<file path="src/rtl/mem_arbiter_pkg.sv">
// rtl/mem_arbiter_pkg.sv - memory map constants and shared arbiter types
package mem_arbiter_pkg;

  localparam logic [15:0] RAM_TOP     = 16'h3FFF;
  localparam logic [15:0] SCREEN_BASE = 16'h4000;
  localparam logic [15:0] KBD_ADDR    = 16'h6000;

  localparam logic OWNER_A = 1'b0;
  localparam logic OWNER_B = 1'b1;

  typedef enum logic {
    ST_IDLE,
    ST_LOCKED
  } arb_state_t;

  // Captured at grant, consumed in the following cycle when read data returns.
  typedef struct packed {
    logic valid;
    logic owner;
    logic is_read;
    logic err;
  } ret_tag_t;

  function automatic logic is_writable(input logic [15:0] addr, input logic [15:0] kbd);
    return addr < kbd;
  endfunction

endpackage

</file>
<file path="src/rtl/mem_arbiter_rr_pick2.sv">
// rtl/mem_arbiter_rr_pick2.sv - two-way round-robin picker with force-A and B-priority inputs
module rr_pick2 (
  input  logic req_a,
  input  logic req_b,
  input  logic last_b,
  input  logic force_a,
  input  logic prio_b,
  output logic gnt_a,
  output logic gnt_b
);

  // Starvation relief outranks the burst lock, which outranks plain round-robin.
  always_comb begin
    gnt_a = 1'b0;
    gnt_b = 1'b0;
    if (req_a && req_b) begin
      if (force_a) begin
        gnt_a = 1'b1;
      end else if (prio_b) begin
        gnt_b = 1'b1;
      end else if (last_b) begin
        gnt_a = 1'b1;
      end else begin
        gnt_b = 1'b1;
      end
    end else begin
      gnt_a = req_a;
      gnt_b = req_b;
    end
  end

endmodule

</file>
<file path="src/rtl/mem_arbiter.sv">
// rtl/mem_arbiter.sv - shares one memory port between CPU (A) and loader/debug (B)
module mem_arbiter #(
  parameter int          MAX_LOCK = 16,
  parameter logic [15:0] KBD_ADDR = mem_arbiter_pkg::KBD_ADDR
) (
  input  logic        clk,
  input  logic        rst_n,
  input  logic        a_req,
  input  logic        a_we,
  input  logic [14:0] a_addr,
  input  logic [15:0] a_wdata,
  output logic        a_gnt,
  output logic        a_rvalid,
  output logic [15:0] a_rdata,
  output logic        a_err,
  input  logic        b_req,
  input  logic        b_we,
  input  logic [14:0] b_addr,
  input  logic [15:0] b_wdata,
  output logic        b_gnt,
  output logic        b_rvalid,
  output logic [15:0] b_rdata,
  output logic        b_err,
  input  logic        b_lock,
  output logic        mem_load,
  output logic [15:0] mem_address,
  output logic [15:0] mem_in,
  input  logic        mem_busy,
  input  logic [15:0] mem_out
);
  import mem_arbiter_pkg::*;

  localparam int CW = $clog2(MAX_LOCK + 1);

  arb_state_t    state_q, state_d;
  logic [CW-1:0] cnt_q, cnt_d;
  logic          last_b_q, last_b_d;
  ret_tag_t      tag_q, tag_d;
  logic [15:0]   a_rdata_q, a_rdata_d;
  logic [15:0]   b_rdata_q, b_rdata_d;

  logic        locked, force_a, pick_a, pick_b;
  logic        win_we, win_ok;
  logic [15:0] win_addr, win_wdata;

  assign locked  = (state_q == ST_LOCKED);
  assign force_a = locked && (cnt_q >= CW'(MAX_LOCK));

  rr_pick2 u_pick (
    .req_a   (a_req && !mem_busy),
    .req_b   (b_req && !mem_busy),
    .last_b  (last_b_q),
    .force_a (force_a),
    .prio_b  (locked && b_lock),
    .gnt_a   (pick_a),
    .gnt_b   (pick_b)
  );

  // Grants are combinational, so hold them off while reset is asserted.
  assign a_gnt = pick_a && rst_n;
  assign b_gnt = pick_b && rst_n;

  always_comb begin
    win_we    = 1'b0;
    win_addr  = '0;
    win_wdata = '0;
    if (a_gnt) begin
      win_we    = a_we;
      win_addr  = {1'b0, a_addr};
      win_wdata = a_wdata;
    end else if (b_gnt) begin
      win_we    = b_we;
      win_addr  = {1'b0, b_addr};
      win_wdata = b_wdata;
    end
    win_ok      = is_writable(win_addr, KBD_ADDR);
    mem_address = win_addr;
    mem_in      = win_wdata;
    mem_load    = win_we && win_ok;
  end

  always_comb begin
    tag_d.valid   = a_gnt || b_gnt;
    tag_d.owner   = b_gnt ? OWNER_B : OWNER_A;
    tag_d.is_read = !win_we;
    tag_d.err     = win_we && !win_ok;
  end

  assign a_rvalid = tag_q.valid && tag_q.is_read && (tag_q.owner == OWNER_A);
  assign b_rvalid = tag_q.valid && tag_q.is_read && (tag_q.owner == OWNER_B);
  assign a_err    = tag_q.valid && tag_q.err && (tag_q.owner == OWNER_A);
  assign b_err    = tag_q.valid && tag_q.err && (tag_q.owner == OWNER_B);
  assign a_rdata  = a_rvalid ? mem_out : a_rdata_q;
  assign b_rdata  = b_rvalid ? mem_out : b_rdata_q;
  assign a_rdata_d = a_rdata;
  assign b_rdata_d = b_rdata;

  always_comb begin
    last_b_d = last_b_q;
    if (b_gnt) begin
      last_b_d = 1'b1;
    end else if (a_gnt) begin
      last_b_d = 1'b0;
    end
  end

  // The counter tracks B grants taken while A is left waiting under the lock.
  always_comb begin
    state_d = state_q;
    cnt_d   = cnt_q;
    case (state_q)
      ST_IDLE: begin
        if (b_gnt && b_lock) begin
          state_d = ST_LOCKED;
          cnt_d   = a_req ? CW'(1) : '0;
        end
      end
      ST_LOCKED: begin
        if (!b_gnt && !b_lock) begin
          state_d = ST_IDLE;
          cnt_d   = '0;
        end else if (a_gnt) begin
          cnt_d = '0;
        end else if (b_gnt && a_req && (cnt_q < CW'(MAX_LOCK))) begin
          cnt_d = cnt_q + CW'(1);
        end
      end
      default: begin
        state_d = ST_IDLE;
        cnt_d   = '0;
      end
    endcase
  end

  always_ff @(posedge clk or negedge rst_n) begin
    if (!rst_n) begin
      state_q   <= ST_IDLE;
      cnt_q     <= '0;
      last_b_q  <= 1'b1;
      tag_q     <= '0;
      a_rdata_q <= '0;
      b_rdata_q <= '0;
    end else begin
      state_q   <= state_d;
      cnt_q     <= cnt_d;
      last_b_q  <= last_b_d;
      tag_q     <= tag_d;
      a_rdata_q <= a_rdata_d;
      b_rdata_q <= b_rdata_d;
    end
  end

endmodule

</file>
<file path="config.mk">
export PLATFORM = sky130hd
export DESIGN_NAME = mem_arbiter
export DESIGN_NICKNAME = d
export VERILOG_FILES = /design/src/rtl/mem_arbiter_pkg.sv /design/src/rtl/mem_arbiter_rr_pick2.sv /design/src/rtl/mem_arbiter.sv
export SDC_FILE = /design/constraint.sdc
export NUM_CORES = 1
export LEC_CHECK = 0
export BUFFER_PORTS_ARGS = -buffer_cell sky130_fd_sc_hd__buf_2
export CORE_MARGIN = 4
export CORE_UTILIZATION = 40
export DETAILED_ROUTE_END_ITERATION = 8
export PLACE_DENSITY = 0.85
export SLEW_MARGIN = 10
export SYNTH_ARGS = -nofsm -noshare
export SYNTH_HDL_FRONTEND = slang
export SYNTH_SLANG_ARGS = --single-unit
</file>
<file path="constraint.sdc">
create_clock -name clk -period 2.3 [get_ports clk]
set_input_delay 0.46 -clock clk [delete_from_list [all_inputs] [get_ports clk]]
set_output_delay 0.46 -clock clk [all_outputs]
set_load 0.005 [all_outputs]
</file>
# After elaboration in Yosys (flattened, before gate mapping)
# Cells that the tools add are included.
[classes]
add_sub_neg = 1
n_lt_le_gt_ge = 3
n_eq_ne = 2
muxes = 28
bitwise_logic = 2
reduce_logical = 27
[op_table]
columns = ["op", "n"]
rows = [
  ["16-bit 2-to-1 mux", 5],
  ["5-bit 2-to-1 mux", 4],
  ["1-bit logical AND", 19],
  ["16-bit by 15-bit less-than comparator with 1-bit output, second input constant", 1],
  ["1-bit 2-to-1 mux", 16],
  ["15-bit 2-to-1 mux", 1],
  ["5-bit one-hot mux with 2 select lines", 1],
  ["5-bit by 1-bit adder with 5-bit output, second input constant", 1],
  ["5-bit greater-or-equal comparator, second input constant", 1],
  ["1-bit logical NOT", 5],
  ["5-bit less-than comparator, second input constant", 1],
  ["4-bit by 2-bit != test with 1-bit output, second input constant", 1],
  ["2-bit != test, second input constant", 1],
  ["1-bit inverter", 2],
  ["1-bit one-hot mux with 2 select lines", 1],
  ["2-bit AND reduction", 1],
  ["2-bit nonzero test", 1],
  ["1-bit logical OR", 1],
]
[totals]
ff_bits = 43
inputBits = 86
output_inout_bits = 71
word_cells = 72

# Depth between registers and ports, before layout
[logic_depth]
ltp_word = 11
ltp_mapped = 6
depth_no_buf = 6

# Modules after synthesis
# A second synthesis with hierarchy kept.
[hier_totals]
hier_cells = 211
hier_area_um2 = 2127.0
[by_module_without_submodules]
columns = ["mod", "n_inst", "cells_per_inst", "area_per_inst_um2", "seq_area_each_um2"]
rows = [
  ["mem_arbiter", 1, 206, 2089.5, 1077.3],
  ["rr_pick2", 1, 5, 37.5, 0.0],
]

# Worst setup path after synthesis
# No wires, ideal clock.
[synth_path]
kind = "input-to-output"
startpoint = "in mem_busy"
endpoint = "out mem_in[10]"
arrival_ns = 1.450
required_time_ns = 1.840
setup_slack_ns = 0.390
stages = 5
path_buffers = 2
cell_sequence = "nand3b_1 -> a211oi_2 -> buf_4 -> buf_2 -> a22o_1"
[synth_via]
elab_chain_len = 7
elab_cells_between_ends = 10
cone_classes = "mux (4); reduce/logical (6)"
[synth_rtl]
columns = ["element", "line", "source"]
rows = [
  ["from (decl)", "mem_arbiter.sv:28", "input logic mem_busy,"],
  ["1-bit logical NOT *", "mem_arbiter.sv:50, mem_arbiter.sv:51", ""],
  ["1-bit logical AND, on equally long branches", "mem_arbiter.sv:50, mem_arbiter.sv:51", ""],
  ["1-bit logical AND", "mem_arbiter_rr_pick2.sv:16", "if (req_a && req_b) begin"],
  ["1-bit 2-to-1 mux *", "mem_arbiter_rr_pick2.sv:16", ""],
  ["1-bit logical AND *", "mem_arbiter.sv:61", "assign b_gnt = pick_b && rst_n;"],
  ["via b_gnt", "mem_arbiter.sv:20", "output logic b_gnt,"],
  ["16-bit 2-to-1 mux *", "mem_arbiter.sv:71", "end else if (b_gnt) begin"],
  ["16-bit 2-to-1 mux *", "mem_arbiter.sv:67", "if (a_gnt) begin"],
  ["to (decl)", "mem_arbiter.sv:27", "output logic [15:0] mem_in,"],
]
# The timed path passes the listed nets; every way through them passes the cells marked *.

# Worst setup path in the final report
[layout_path]
startpoint = "reg last_b_q"
endpoint = "out mem_in[7]"
[layout_via]
elab_chain_len = 7
elab_cells_between_ends = 12
cone_classes = "mux (10); reduce/logical (2)"
[layout_rtl]
columns = ["element", "line", "source"]
rows = [
  ["from (decl)", "mem_arbiter.sv:37", "logic last_b_q, last_b_d;"],
  ["from (signal assigned)", "mem_arbiter.sv:146", "last_b_q <= last_b_d;"],
  ["1-bit 2-to-1 mux", "mem_arbiter_rr_pick2.sv:21", "end else if (last_b) begin"],
  ["1-bit 2-to-1 mux", "mem_arbiter_rr_pick2.sv:19", "end else if (prio_b) begin"],
  ["1-bit 2-to-1 mux", "mem_arbiter_rr_pick2.sv:17", "if (force_a) begin"],
  ["1-bit 2-to-1 mux", "mem_arbiter_rr_pick2.sv:16", ""],
  ["1-bit logical AND", "mem_arbiter.sv:61", ""],
  ["16-bit 2-to-1 mux", "mem_arbiter.sv:71", ""],
  ["16-bit 2-to-1 mux *", "mem_arbiter.sv:67", ""],
]
# Every way passes the cells marked *; elsewhere a longest branch is shown, timed or not.

==> flow_metrics.py <==
metrics = {
    "run_status": {
        "run_status": "complete, but fails checks",
        "violations_in_the_final_reports": "negative setup slack",
    },
    "final_layout": {
        "area_delta_synth_final_pct": 55.8,
        "num_antenna_cells": 0,
        "layout_cell_share_with_drive_strength_beyond_1": 0.567,
        "final_nets": 451,
        "post_route_cell_area_sq_mm": 0.00325,
    },
    "setup_path": {
        "crit_type": "reg -> out",
        "path_max_fanout": 6,
        "worstSetupEndpointType": "output port",
        "startpoint_type": "flip-flop",
        "critPathArrivalTime_ns": 1.86,
        "worst-endpoint-required_ns": 1.84,
    },
    "synthesis": {
        "synth-seq-cells": 43,
        "synth_area_per_cell_sq_um": 10.6,
        "synth_edf_count": 0,
        "synth.net_count": 284,
        "yosys_most_used_dff": "sky130_fd_sc_hd__dfrtp_1",
        "ys.warnings.count": 0,
        "yosysMostFrequentCell": "sky130_fd_sc_hd__nand2_1",
        "yosys-top-cells-area": "sky130_fd_sc_hd__dfrtp_1 (50%), sky130_fd_sc_hd__a22o_1 (13%), sky130_fd_sc_hd__nand2_1 (9.7%)",
        "netlist.area_leader.share": 0.503,
        "post_synth_most_frequent_cells": "sky130_fd_sc_hd__nand2_1 (54), sky130_fd_sc_hd__dfrtp_1 (42), sky130_fd_sc_hd__a22o_1 (31), sky130_fd_sc_hd__mux2_2 (16), sky130_fd_sc_hd__buf_2 (6)",
        "count_of_mapped_cells_out_of_synthesis": 197,
        "synth_area_sq_mm": 0.00209,
        "synth_area_leader_cell": "sky130_fd_sc_hd__dfrtp_1",
        "part_of_the_yosys_area_used_for_sequential_elements": 0.516,
        "async_reset_ff_frac": 1.00,
        "synth_cell_type_count": 35,
    },
    "floorplanning": {
        "placement_rows": 26,
        "design.die.area_sq_mm": 0.00644,
        "boundaryPins": 157,
        "placeableCoreArea_sq_mm": 0.00507,
        "initial_utilization": 0.411,
        "fp.dieH_um": 80.3,
        "horizontal_die_dimension_um": 80.3,
    },
    "clock_tree": {
        "clock_tree.root_cell": "sky130_fd_sc_hd__clkbuf_8",
        "cts.htree.levels": 2,
        "tritoncts_num_sinks": 43,
        "tritoncts": "yes",
        "cts_buffer_depth": 2,
        "cts_inserted_buffers": 5,
        "clk_latency_ns": 0.29,
        "clk_pin_slew_ns": 0.08,
    },
    "timing": {
        "finalSetupTns_ns": -0.0725,
        "worst_slack_ns": -0.0156,
        "post-route-period-util": 1.01,
        "rsz0062_at_grt": "yes",
        "final.setup_skew_ns": 0.00995,
        "report.final.slew_viol_count": 0,
        "count_of_final_setup_violators": 8,
        "timing.max_slew.rel_slack": 0.662,
        "worstMarginPinSlew_ns": 0.507,
        "timing.final.hold_violations": 0,
        "highest_clock_rate_mhz": 432,
        "min_period_ns": 2.32,
    },
    "placement": {
        "worst_setup_slack_post_dpl_ns": 0.0974,
        "placement.cell_area_sq_mm": 0.00298,
        "gp_routability_congestion": 0.828,
        "place.detailed.hpwl_mm": 5.01,
        "io_buffer_count": 155,
    },
    "routing": {
        "first_pass_iters": 4,
        "wire_per_inst_um": 15.0,
        "detail_route.vias_per_cell": 5.02,
        "num_vias": 2184,
        "route.final.wire_length_mm": 6.52,
        "drt-initial-drc-count": 102,
        "route.antenna.remaining_nets": 0,
        "drt_drc_violations_left": 0,
    },
    "power": {
        "pwr-share-comb": 0.310,
        "power_frac_clock": 0.249,
        "powerDensity_mw_per_mm2": 691,
        "leakage_dissipation_nw": 1.81,
        "p_int_mw": 1.63,
        "p_sw_mw": 0.622,
        "share_seq_of_total_power": 0.441,
        "power.ir.vdd_worst_v": 0.000271,
        "switching_share": 0.277,
    },
    "global_route": {
        "grt_pass1_wl_mm": 9.63,
        "antenna_violations_before_repair": 0,
        "maximum_number_of_pins_on_one_net_before_global_route_repair": 42,
        "grt_pass1_vias": 2135,
        "grt_overflow_total": 0,
        "grt.total_usage": 0.192,
    },
    "hold_path": {
        "worstHoldPathType": "in -> async",
    },
    "job": {
        "drv.max_cap_violation_count": 0,
    },
}
-- registers in the layout, summed over array words and instances, names as in the netlist --
| register | flops |
|---|---|
| a_rdata_q | 16 |
| b_rdata_q | 16 |
| cnt_q | 5 |
| tag_q | 4 |
| last_b_q | 1 |
| locked | 1 |
-- path summary, 6_finish.rpt --
check / to / from / cells after the start / slack [ns]
worst max-delay path: mem_in[7] / last_b_q$_DFFE_PN1P_ / 7 / -0.02
min in group clk: tag_q[1]$_DFF_PN0_ / a_we / 2 / 0.39
worst min register to register: a_rdata_q[8]$_DFF_PN0_ / a_rdata_q[8]$_DFF_PN0_ / 2 / 0.47
max in group asynchronous: locked$_DFF_PN0_ / rst_n / 2 / 1.63
worst min-delay path: last_b_q$_DFFE_PN1P_ / rst_n / 1 / 0.15
worst max register to register: cnt_q[3]$_DFFE_PN0P_ / locked$_DFF_PN0_ / 6 / 0.39
-- layout make-up --
class / instances / area [sq um]
Fill cell: 401 / 1820
Sequential cell: 43 / 1080
Multi-Input combinational cell: 138 / 997
Timing Repair Buffer: 171 / 957
Tap cell: 70 / 87.6
Clock buffer: 7 / 76.3
Clock inverter: 1 / 30.0
Inverter: 5 / 27.5
-- stage by stage --
stage	util	total power, mW	hold WS [ns]	cells
floorplan	-	1.30	0.164	197
global placement	0.586	1.64	0.274	419
detailed placement	0.586	1.67	0.274	419
CTS	0.636	2.27	0.139	435
global route	0.641	2.39	0.138	435
finish	0.641	2.25	0.149	435
-- critical path, stage by stage, from the launching register on --
cell	delay, ns
sky130_fd_sc_hd__dfstp_2	0.56
sky130_fd_sc_hd__a21bo_4	0.23
sky130_fd_sc_hd__a31o_4	0.24
sky130_fd_sc_hd__inv_6	0.08
sky130_fd_sc_hd__buf_12	0.13
sky130_fd_sc_hd__buf_6	0.10
sky130_fd_sc_hd__a22o_1	0.12
sky130_fd_sc_hd__buf_2	0.11
-- cell families after synthesis --
kind of cell    Yosys count  share of synthesized area
compound gates           50                      0.203
mux                      16                     0.0863
flops                    43                      0.516
buf+inv                  16                     0.0359
simple gates             70                      0.151
other cells               1                    0.00180
fa+ha+maj                 1                    0.00599
-- layer usage --
layer  routed length, um  global-route usage  vias to the layer above
met5                   0                   0                        -
met2                3340               0.355                      100
met4                 177              0.0760                        0
met3                 556              0.0561                       14
met1                2440               0.203                     1032
li1                    -                   -                     1038
-- power by group through the flow --
stage,combinational (mW),sequential [mW],clock [mW]
6_report,0.697,0.993,0.560
5_1_grt,0.769,1.01,0.607
4_1_cts,0.698,0.993,0.574
3_5_place_dp,0.660,1.01,0
3_3_place_gp,0.643,0.997,0
2_1_floorplan,0.314,0.988,0
-- layout by cell type (no fill, tap or decap), types with 2 or more instances in the layout --
cell type	Yosys	layout
sky130_fd_sc_hd__buf_2	6	155
sky130_fd_sc_hd__nand2_1	54	54
sky130_fd_sc_hd__dfrtp_1	42	41
sky130_fd_sc_hd__a22o_1	31	29
sky130_fd_sc_hd__mux2_2	16	16
sky130_fd_sc_hd__buf_6	0	7
sky130_fd_sc_hd__buf_4	2	6
sky130_fd_sc_hd__clkbuf_8	0	5
sky130_fd_sc_hd__nand3b_1	3	3
sky130_fd_sc_hd__inv_1	4	3
sky130_fd_sc_hd__nor2_1	3	3
sky130_fd_sc_hd__a21oi_1	4	3
sky130_fd_sc_hd__nand3_1	2	2
sky130_fd_sc_hd__a22o_4	0	2
sky130_fd_sc_hd__and3_1	3	2
sky130_fd_sc_hd__o211ai_1	2	2
sky130_fd_sc_hd__a32o_1	2	2
sky130_fd_sc_hd__clkbuf_1	3	2
-- what timing repair did --
| action | 4_1_cts | 5_1_grt |
|---|---|---|
| endpoints found under the setup margin | 19 | 29 |
| hold buffers | 1 | 0 |
| pin swaps | 2 | 7 |
| gates cloned | 2 | 0 |
| setup buffers | 5 | 1 |
| endpoints found under the hold margin | 1 | 0 |
| gates resized for setup | 12 | 10 |
Note: power is estimated with default switching activity, not from simulation.
